<file path="src/rtl/sync_down_timer.sv">
// sync_down_timer: loadable synchronous down-counter with one-cycle terminal-count pulse and one-shot/auto-reload modes
module sync_down_timer #(
   parameter int WIDTH = 3
) (
   input  logic             clk,
   input  logic             rst,
   input  logic             start,
   input  logic             stop,
   input  logic             en,
   input  logic             auto_reload,
   input  logic [WIDTH-1:0] load_val,
   output logic [WIDTH-1:0] q,
   output logic             tc,
   output logic             busy
);
   typedef enum logic {IDLE, RUN} state_t;
   state_t           state_q;
   logic [WIDTH-1:0] count_q, reload_q;
   logic             mode_q, tc_q;
   always_ff @(posedge clk) begin
      if (!rst) begin
         state_q  <= IDLE;
         count_q  <= '0;
         reload_q <= '0;
         mode_q   <= 1'b0;
         tc_q     <= 1'b0;
      end else if (stop) begin
         state_q <= IDLE;
         count_q <= '0;
         tc_q    <= 1'b0;
      end else if (start) begin
         // a zero load is a zero-length count: immediate pulse, never enters RUN
         if (load_val != '0) begin
            state_q  <= RUN;
            count_q  <= load_val;
            reload_q <= load_val;
            mode_q   <= auto_reload;
            tc_q     <= 1'b0;
         end else begin
            state_q <= IDLE;
            count_q <= '0;
            tc_q    <= 1'b1;
         end
      end else if (state_q == RUN && en) begin
         if (count_q > WIDTH'(1)) begin
            count_q <= count_q - WIDTH'(1);
            tc_q    <= 1'b0;
         end else begin
            state_q <= mode_q ? RUN : IDLE;
            count_q <= mode_q ? reload_q : '0;
            tc_q    <= 1'b1;
         end
      end else begin
         tc_q <= 1'b0;
      end
   end
   assign q    = count_q;
   assign tc   = tc_q;
   assign busy = (state_q == RUN);
endmodule

</file>
<file path="config.mk">
export PLATFORM = sky130hd
export DESIGN_NAME = sync_down_timer
export DESIGN_NICKNAME = d
export VERILOG_FILES = /design/src/rtl/sync_down_timer.sv
export SDC_FILE = /design/constraint.sdc
export NUM_CORES = 1
export LEC_CHECK = 0
export CAP_MARGIN = 30
export CORE_AREA = 8 8 53 55
export CTS_CLUSTER_DIAMETER = 80
export DETAILED_ROUTE_END_ITERATION = 6
export DIE_AREA = 0 0 61 63
export PLACE_DENSITY_LB_ADDON = 0.15
export SETUP_SLACK_MARGIN = 0.2
export SLEW_MARGIN = 20
export SYNTH_ARGS = -nofsm -noshare
export SYNTH_HDL_FRONTEND = slang
export SYNTH_SLANG_ARGS = --single-unit
</file>
<file path="constraint.sdc">
create_clock -name clk -period 1.7 [get_ports clk]
set_clock_uncertainty 0.15 [all_clocks]
set_input_delay 0.255 -clock clk [delete_from_list [all_inputs] [get_ports clk]]
set_output_delay 0.255 -clock clk [all_outputs]
set_load 0.005 [all_outputs]
</file>
* Yosys cells after proc, flatten, opt, wreduce, memory -nomap -nowiden *
Index checks and enable logic that the tools add are counted.

word-level totals
  register bits = 9
  input port bits = 9
  output and inout bits = 5
  word-level logic and storage cells = 30

cells by class
  add/subtract/negate cells = 1
  $lt $le $gt $ge = 1
  equality and inequality tests = 1
  muxes and demuxes = 14
  bitwise operators = 2
  reductions and logical operators = 6

operators with widths
  operator                                                                         count
  3-bit 2-to-1 mux                                                                 5
  1-bit 2-to-1 mux                                                                 9
  3-bit by 1-bit greater-than comparator with 1-bit output, second input constant  1
  3-bit AND reduction                                                              1
  3-bit nonzero test                                                               1
  3-bit by 1-bit subtractor with 3-bit output, second input constant               1
  2-bit inequality test, second input constant                                     1
  1-bit inverter                                                                   2
  2-bit AND reduction                                                              1
  2-bit nonzero test                                                               1
  2-bit OR reduction                                                               1
  1-bit logical AND                                                                1

* Depth between registers and ports, before layout *
  depth after elaboration = 4
  gate-level depth with buffers = 5
  mapped depth without buffers = 5

* Worst setup path after synthesis *
OpenSTA, ideal clock, no wires.

  path kind = reg-to-reg
  start = register count_q[1] (netlist: q[1])
  end = register count_q[0] (netlist: q[0])
  arrival = 1.330 ns
  slack = 0.134 ns
  stages on the path, launching flop included = 6
  path buffers = 0
  cell sequence = dfxtp_1 > inv_1 > ha_1 > nand2b_1 > a221o_1 > a221oi_2

on the way
  cells in the longest elaborated chain, start to end = 4

ends and longest elaborated chain
  item                                                      RTL line  RTL
  start, declared                                           18        logic [WIDTH-1:0] count_q, reload_q;
  start signal, assigned                                    35        count_q <= load_val;
  start signal, assigned                                    46        count_q <= count_q - WIDTH'(1);
  start signal, assigned                                    50        count_q <= mode_q ? reload_q : '0;
  3-bit by 1-bit greater-than comparator with 1-bit output  45        if (count_q > WIDTH'(1)) begin
  3-bit 2-to-1 mux                                          45
  3-bit 2-to-1 mux                                          44        end else if (state_q == RUN && en) begin
  3-bit 2-to-1 mux                                          31        end else if (start) begin

No other way between the ends. The select of a mux whose other input is x is not followed.
A chain may end at the register's enable or synchronous reset.

* Final worst setup path *
Same ends and word-level chain as after synthesis.

==> metrics <==
sequential share of power between 40% and 50%; Sw Ratio between 20% and 30%; # diodes 0; CTS tree built; xor/xnor cell area share of the yosys netlist 0%; largest net degree at the start of global routing 11; GP Congestion between 0.7 and 0.8; PortBufs 13; Clock Latency Late Sink between 200 and 300 ps; Yosys top cell area share between 30% and 40%; cell area after layout 857.1 um^2; GRT overflow 0; H-Tree Level Count 1; Root Buffer clkbuf_4; Final period util 88.97%; internal power roughly 0.00037 W; Clock Pin Slew Worst Setup and Hold Paths roughly 60 ps; Max VDD drop 0.4445 mV; unrepaired setup endpoints after global routing yes; first-pass GRT wire length between 2000 and 3000 um; Ys Warns 0; FF+latch count, synth 9; Initial Utilization between 20% and 30%; WS Path Type reg2reg; largest family of logic cells by synthesized area compound AO/OA/AOI/OAI gates; routed wire length 1485 um; final setup fails 0; storage element area ~190 um^2; Post-CTS Hold Buffers 0; number of placed I/O pins 14; Critical Path Slowest Stage Cell dfxtp_4; DR vias around 550; max frequency between 0.6 and 0.7 GHz; Async SR Flop Fraction 0%; num rows 17; status complete, no violations; Seq/Total Area, Yosys 32.14%; slew margin rel. between 80% and 90%; Clock Path Buffers 2; Clk network pwr share between 30% and 40%; type of origin of the critical path flip-flop; Die Span X a little over 60 um; CTS sink count 9; core area ~2100 um^2; Psw between 0.0001 and 0.00015 W; Syn Nets between 70 and 80; router iterations before antenna repair 4; slowest stage delay, CP between 300 and 400 ps; vias in the first global route about 560; Layout area overhead 52.90%; Hold Path Class reg2reg; Logic pwr share about 22%; Max-Cap Viols 0; dpl hpwl about 1100 um; WL/cell approximately 13 um; Yosys cell types 30; DRC Markers 0; Final Slew Violations 0; most numerous cell in the Yosys netlist dfxtp_1; fillers 220; cell count after synthesis between 60 and 70; Synth Area in Simple Gates 21.21%; WP buf/inv 1; CP Data Arrival Time between 1500 and 2000 ps; Die Ht 63 um; Min Clock Period, post-route between 1500 and 2000 ps; Synth Area per Inst 8.897 um^2; hold path start reload_q[2]; fin util about two fifths; share of cells above drive strength 1 between 20% and 30%; Top delay family on crit path compound AO/OA/AOI/OAI gates; top cells by area, synth dfxtp_1, a21oi_1, inv_1; post-synthesis mux area share 0%; Hold Fails Final Rpt 0; number of synthesized flops with an enable pin 0; CP required between 1500 and 2000 ps; Synth Area in Compound Gates ~34%; Worst-Margin Slew 263.4 ps; CP startpoint q[1]; Die Footprint around 3800 um^2; CTS Buf Count 3; initial antenna violation count 0; RR Startpoint q[1]; multi-input logic area 362.8 um^2; most frequent cells after synthesis dfxtp_1, a21oi_1, inv_1; Iter 0 DRT Violations 11; nets@finish around 100; Leak approximately 0.37 nW; placed cell areas approximately 770 um^2; worst-path cell chain inv_4 -> ha_4 -> nand2b_4 -> a221o_1 -> a221oi_2; Power Dens Cells slightly below 600 nW/um^2; Main synth FF type dfxtp_1; setup TNS 0 ps; vias per cell around 4.7; adder-cell share of the synthesized area around 4.5%; Mapped Area approximately 560 um^2; Setup crit end kind flip-flop; post-route ant nets 0; gr usage total just under 9%; reg2reg setup slack 190 ps; worst-path fanout max 4; cell taking the most area after synthesis dfxtp_1
==> tightest hold or removal path: stages, from the launching register on <==
cell,delay (ps)
dfxtp_1,310
o21ai_0,60
a21oi_1,60
==> power groups by stage <==
stage / combinational [W] / clock [W] / sequential, W
after floorplan: 0.0000471 / 0 / 0.000231
after global placement: 0.000102 / 0 / 0.000233
after detailed placement: 0.000102 / 0 / 0.000233
after CTS: 0.000106 / 0.000179 / 0.000225
after global routing: 0.000121 / 0.000190 / 0.000226
final: 0.000109 / 0.000172 / 0.000225
==> logic make-up (layout without fill, tap and decap cells) <==
logic type / Yosys count / after routing
AOI/OAI and AO/OA: 25 / 25
adders and majority gates: 2 / 2
DFF: 9 / 9
and+or+nand+nor: 18 / 18
buffers and inverters: 9 / 35
==> flip-flops by register name, summed over array words and instances, names as in the netlist <==
name and cells:
busy 1, mode_q 1, tc 1, reload_q 3, q 3
==> path summary, 6_finish.rpt <==
kind                 endpoint  cells past startpoint
setup / recovery         q[0]                      5
hold / removal    reload_q[2]                      2
setup reg to reg         q[0]                      5
hold reg to reg   reload_q[2]                      2
==> timing repair <==
| action | CTS | global route |
|---|---|---|
| buffers inserted | 2 | 1 |
| endpoints found under the setup margin | 5 | 4 |
| gates cloned | 0 | 0 |
| gates resized for setup | 9 | 6 |
| pin swaps | 0 | 3 |
==> layout make-up <==
class	instances	area share [%]
flip-flops and latches	9	22.19
clock buffers	4	3.066
repair buffers	24	24.96
multi-input cells	45	42.34
well taps	28	4.088
inverters	7	3.358
==> per-layer routing <==
layer / part of all wire, % / GRT usage (%) / up-vias
met5: 0 / 0 / -
li1: - / - / 285
met3: 3.8 / 4.321 / 2
met1: 46 / 9.651 / 258
met4: 1.0 / 3.499 / 0
met2: 49 / 13.76 / 9
==> placed cells by master (no fill, tap or decap), types with 2 or more instances in the layout <==
cell type	Yosys	layout
buf_4	1	11
clkdlybuf4s50_1	0	8
a21oi_1	7	7
inv_1	7	6
dfxtp_1	9	5
nor2b_1	4	4
o21ai_0	4	4
nand2_1	3	3
nand3_1	3	3
clkbuf_4	0	3
dlygate4sd2_1	0	3
a22oi_1	2	2
o2111ai_1	2	2
nand2b_4	1	2
dfxtp_2	0	2
dlymetal6s2s_1	0	2
dfxtp_4	0	2
==> through the flow <==
step / power [W] / hold slack (ps) / worst slack, ps / cells
after floorplan: 0.0002779 / 251.8 / 231.3 / 63
after global placement: 0.0003356 / 317.7 / 32.02 / 110
after detailed placement: 0.0003348 / 322.8 / 3.285 / 110
after CTS: 0.0005100 / 331.8 / 181.4 / 116
after global routing: 0.0005366 / 358.5 / 134.9 / 117
final: 0.0005057 / 327.4 / 187.5 / 117
(Power assumes the default switching activity.)
